$ cat src/rtl/forwarding_scoreboard.sv
// Forwarding scoreboard: shift register of in-flight destinations, per-source
// forwarding selects, hazard stall generation and a saturating stall counter.
module forwarding_scoreboard #(
  parameter int REG_ADDR_W = 4,
  parameter int NUM_SRC    = 3,
  parameter int FWD_DEPTH  = 2,
  parameter int SEL_W      = $clog2(FWD_DEPTH + 1),
  parameter int CNT_W      = 16,
  parameter int EXCLUDE_PC = 1,
  parameter int PC_REG     = 15
) (
  input  logic                          clk,
  input  logic                          rst,
  input  logic                          en_forwarding,
  input  logic                          freeze,
  input  logic                          flush,
  input  logic                          ex_wb_en,
  input  logic                          ex_mem_read,
  input  logic [REG_ADDR_W-1:0]         ex_dst,
  input  logic [NUM_SRC*REG_ADDR_W-1:0] id_src,
  input  logic [NUM_SRC-1:0]            id_src_used,
  input  logic                          clear_count,
  output logic [NUM_SRC*SEL_W-1:0]      sel_src,
  output logic                          hazard_stall,
  output logic [CNT_W-1:0]              stall_count
);

  // The load flag only matters while the instruction sits in EX, so entries
  // keep just valid and destination.
  logic [FWD_DEPTH-1:0]  sb_valid;
  logic [REG_ADDR_W-1:0] sb_dst [FWD_DEPTH];

  logic [REG_ADDR_W-1:0] src_addr [NUM_SRC];
  logic [NUM_SRC-1:0]    src_ok;
  logic [NUM_SRC-1:0]    ex_hit;
  logic [NUM_SRC-1:0]    early_hit;
  logic [SEL_W-1:0]      sel_arr [NUM_SRC];
  logic                  ex_write;
  logic                  ex_load;

  always_ff @(posedge clk or negedge rst) begin
    if (!rst) begin
      sb_valid <= '0;
      for (int unsigned k = 0; k < FWD_DEPTH; k++) begin
        sb_dst[k] <= '0;
      end
    end else if (!freeze) begin
      sb_valid[0] <= ex_wb_en & ~flush;
      sb_dst[0]   <= ex_dst;
      for (int unsigned k = 1; k < FWD_DEPTH; k++) begin
        sb_valid[k] <= sb_valid[k-1];
        sb_dst[k]   <= sb_dst[k-1];
      end
    end
  end

  always_comb begin
    for (int unsigned i = 0; i < NUM_SRC; i++) begin
      src_addr[i] = id_src[i*REG_ADDR_W +: REG_ADDR_W];
      src_ok[i]   = id_src_used[i] &&
                    !((EXCLUDE_PC != 0) && (src_addr[i] == REG_ADDR_W'(PC_REG)));
    end
  end

  // Walk oldest to youngest so the youngest matching entry is the last write.
  always_comb begin
    for (int unsigned i = 0; i < NUM_SRC; i++) begin
      ex_hit[i]    = src_ok[i] && (src_addr[i] == ex_dst);
      sel_arr[i]   = '0;
      early_hit[i] = 1'b0;
      for (int unsigned kk = FWD_DEPTH; kk > 0; kk--) begin
        if (sb_valid[kk-1] && src_ok[i] && (sb_dst[kk-1] == src_addr[i])) begin
          sel_arr[i] = SEL_W'(kk);
          if (kk < FWD_DEPTH) begin
            early_hit[i] = 1'b1;
          end
        end
      end
    end
  end

  always_comb begin
    ex_write     = ex_wb_en & ~flush;
    ex_load      = ex_write & ex_mem_read;
    sel_src      = '0;
    hazard_stall = 1'b0;
    if (rst) begin
      if (en_forwarding) begin
        for (int unsigned i = 0; i < NUM_SRC; i++) begin
          sel_src[i*SEL_W +: SEL_W] = sel_arr[i];
        end
        hazard_stall = ex_load && (|ex_hit);
      end else begin
        hazard_stall = (ex_write && (|ex_hit)) || (|early_hit);
      end
    end
  end

  always_ff @(posedge clk or negedge rst) begin
    if (!rst) begin
      stall_count <= '0;
    end else if (clear_count) begin
      stall_count <= '0;
    end else if (hazard_stall && !freeze && (stall_count != '1)) begin
      stall_count <= stall_count + 1'b1;
    end
  end

endmodule
$ cat config.mk
export PLATFORM = sky130hd
export DESIGN_NAME = forwarding_scoreboard
export DESIGN_NICKNAME = d
export VERILOG_FILES = /design/src/rtl/forwarding_scoreboard.sv
export SDC_FILE = /design/constraint.sdc
export NUM_CORES = 1
export LEC_CHECK = 0
export CAP_MARGIN = 20
export CORE_UTILIZATION = 52
export CTS_CLUSTER_DIAMETER = 150
export DETAILED_ROUTE_END_ITERATION = 10
export PLACE_DENSITY = 0.85
export SYNTH_ARGS = -nofsm -noshare
export SYNTH_HDL_FRONTEND = slang
export SYNTH_SLANG_ARGS = --single-unit
export TNS_END_PERCENT = 10
$ cat constraint.sdc
create_clock -name clk -period 5.7 [get_ports clk]
set_input_delay 1.14 -clock clk [delete_from_list [all_inputs] [get_ports clk]]
set_output_delay 1.14 -clock clk [all_outputs]
set_load 0.02 [all_outputs]
==> reports/metrics.cfg <==
[clock_network]
clk_latency_ps = 320
cts_resized = 0
numCtsBuffers = 3
h-tree-depth = 1
path_clk_slew_ps = 140
cts_hold_buf = 0
root_buffer = clkbuf_4
cts_sinks = 26
post-cts-setup-buffer-count = 0
cts_max_path_buffers = 2
cts_tree = built

[die]
rows = 21
fp.dieH_um = 61.4
io-pin-count = 50
start_util = 0.545
dieArea_um2 = 3770
core_um2 = 3360
die_x_um = 61.4

[logic_synthesis]
synth_xor_area_frac = 0.177
yosys.area_share.adder = 0.00683
synth-simple-area-share = 0.225
synth_top_family_by_area = simple AND/OR/NAND/NOR gates
synthFlopType = dfrtp_1
yosysWarnings = 0
synth_compound_area_frac = 0.111
synth_cells = 194
yosys.area.top_type_share = 0.355
syn-num-nets = 222
async_flop_share = 1.00
yosysSeqAreaShare = 0.355
synth_edf_count = 0
syn_area_per_cell_um2 = 9.45
synth_top_area_cell = dfrtp_1
muxShareOfSynthArea = 0.0935
ys_seq_elements = 26
synth_area_um2 = 1830
ys_types = 41
yosys-top-cells-area = dfrtp_1 (35%), xnor2_1 (13%), mux2_2 (7.4%)

[global_routing]
track_usage = 0.256
grt_overflow_total = 0
antenna_found_initial = 0
grt_first_pass_wirelength_um = 7020
first_global_vias = 1571
grt_max_degree = 25

[sta]
fmax_ghz = 0.216
min_period_ps = 4630
skew_ps = 3.11
relSlewSlack = 0.459
maxSlewViolCount = 0
worst_pin_slew_ps = 809
period_share = 0.813
finalSetupTns_ps = 0
finalHoldViolCount = 0
rsz0062_at_grt = false
setup_viol = 0

[worst_setup_path]
worstPathMaxFanout = 4
cp.buffers_inverters = 3
crit_slowest_cell = clkdlybuf4s50_1
cp_cell_sequence = clkdlybuf4s50_1, inv_1, a222oi_1, nor4b_2, o31ai_1, a21oi_1, clkdlybuf4s50_1
r2r_end = stall_count[12]
cp_common_cell = clkdlybuf4s50_1
reg2reg_from = stall_count[2]
reg2reg_depth = 7
critPathArrivalTime_ps = 3490
cp_slowest_stage_delay_ps = 630
rrSetupSlack_ps = 3180
cp-start-kind = input port
path_class = in -> out
cp-end-kind = output port
crit_family = buffers and inverters
required_ps = 4560

[pwr]
p_per_area_nw_per_um2 = 162
leakage_nw = 0.945
ir_drop_uv = 131
power_uw = 389

[detailed_routing]
wire_per_inst_um = 15.2
drc = 0
postRouteAntennaNets = 0
dr.first_iter.drc_count = 96
dr.pass1.iters = 4
vias_per_cell = 5.82
dr_total_vias = 1689
wirelength_um = 4400

[place]
gp_congestion = 0.980
hpwlAfterDp_um = 3260
port-buffer-count = 49

[layout]
layout.nets = 273
multiInputGateArea_um2 = 1120
seqCellArea_um2 = 651
layout-drive-gt1-share = 0.119
fillCellCount = 283
area_growth_pct = 31.1
insertedDiodeCount = 0

[min_path]
worstHoldStart = sb_valid[1]
hold_class = reg -> reg
whs_path_depth = 1
hold_end = sb_valid[1]

[run_status]
status = finished, final reports clean

[run]
maxCapViolCount = 0

[layer usage]
metal	global-route usage	part of all wire	vias up
li1	-	-	803
met2	0.410	0.48	76
met4	0.102	0.019	0
met1	0.348	0.43	799
met3	0.0441	0.070	11
met5	0	0	-
[Yosys cell counts (2+ instances only)]
cell type and n:
xor2_1 10, a21o_1 2, nand2b_1 3, nor4_1 6, a21oi_1 6, inv_1 8, o21ai_0 3, nand3_1 10
nor2b_1 6, mux2_2 12, nor2_1 14, nand2_1 11, a31o_2 4, dfrtp_1 26, and3_1 8, xnor2_1 27
nand4_1 11, clkbuf_1 3, a211oi_1 2
[state kept, by name, summed over array words and instances, names as in the netlist]
| signal | count |
|---|---|
| sb_valid | 2 |
| stall_count | 16 |
| sb_dst | 8 |
[area by class of cell]
type,count,share of cell area
clock buffer,4,0.0151
inverter,8,0.0125
multi-input combinational,155,0.467
sequential,26,0.271
tap,46,0.0240
timing repair buffer,51,0.210
[power by group]
part	switching (mW)	internal, mW
Combinational	0.0390	0.0489
Sequential	0.0151	0.193
Clock	0.0541	0.0391
Total	0.108	0.281
[per-stage QoR]
| stage | instance area (µm²) | instances | hold slack (ps) | worst slack (ps) | util |
|---|---|---|---|---|---|
| after global routing | 2400 | 290 | 547 | 945 | 0.714 |
| after CTS | 2400 | 290 | 526 | 1090 | 0.714 |
| after detailed placement | 2370 | 286 | 495 | 1120 | 0.703 |
| after global placement | 2370 | 286 | 481 | 1160 | 0.703 |
| final | 2400 | 290 | 527 | 1070 | 0.714 |
| after floorplan | 1830 | 194 | 472 | 2270 | - |
[worst reg2reg max path: stages, from the launching register on]
cell	delay, ps
dfrtp_1	470
and4_4	230
and3_1	270
a31o_1	250
a2111o_1	430
nand2_2	280
nand4_1	150
mux2_1	330
[placed cells by master, fill, tap and decap left out, drive strengths merged]
cell type / netlist / layout
a2111o: 1 / 1
a211oi: 2 / 2
a21boi: 1 / 1
a21o: 2 / 2
a21oi: 6 / 6
a222oi: 1 / 1
a311oi: 1 / 1
a31o: 5 / 5
and2: 1 / 1
and3: 9 / 9
and4: 2 / 2
buf: 2 / 2
clkbuf: 3 / 4
clkdlybuf4s50: 0 / 49
dfrtp: 26 / 26
ha: 1 / 1
inv: 8 / 8
mux2: 14 / 14
mux2i: 1 / 1
nand2: 12 / 12
nand2b: 3 / 3
nand3: 10 / 10
nand4: 11 / 11
nor2: 14 / 14
nor2b: 6 / 6
nor4: 6 / 6
nor4b: 1 / 1
o211ai: 1 / 1
o21ai: 3 / 3
o22a: 1 / 1
o22ai: 1 / 1
o31ai: 2 / 2
xnor2: 27 / 27
xor2: 10 / 10
[logic make-up (layout without fill, tap and decap cells)]
| kind of cell | count (synthesis) | in the layout |
|---|---|---|
| buffers and inverters | 13 | 63 |
| DFF | 26 | 26 |
| xor gates and xnor gates | 37 | 37 |
| muxes | 15 | 15 |
| AOI/OAI and AO/OA | 27 | 27 |
| adders and majority gates | 1 | 1 |
| and+or+nand+nor | 75 | 75 |
[worst max path at each step]
stage | startpoint | to | slack [ps] | cells after the start
2_1_floorplan | id_src[8] | hazard_stall | 2270 | 5
3_3_place_gp | id_src[8] | hazard_stall | 1160 | 7
3_5_place_dp | id_src[8] | hazard_stall | 1120 | 7
4_1_cts | id_src[8] | hazard_stall | 1090 | 7
5_1_grt | id_src[8] | hazard_stall | 950 | 7
6_report | id_src[8] | hazard_stall | 1070 | 7
No activity file was read; power rests on OpenSTA's default activity.
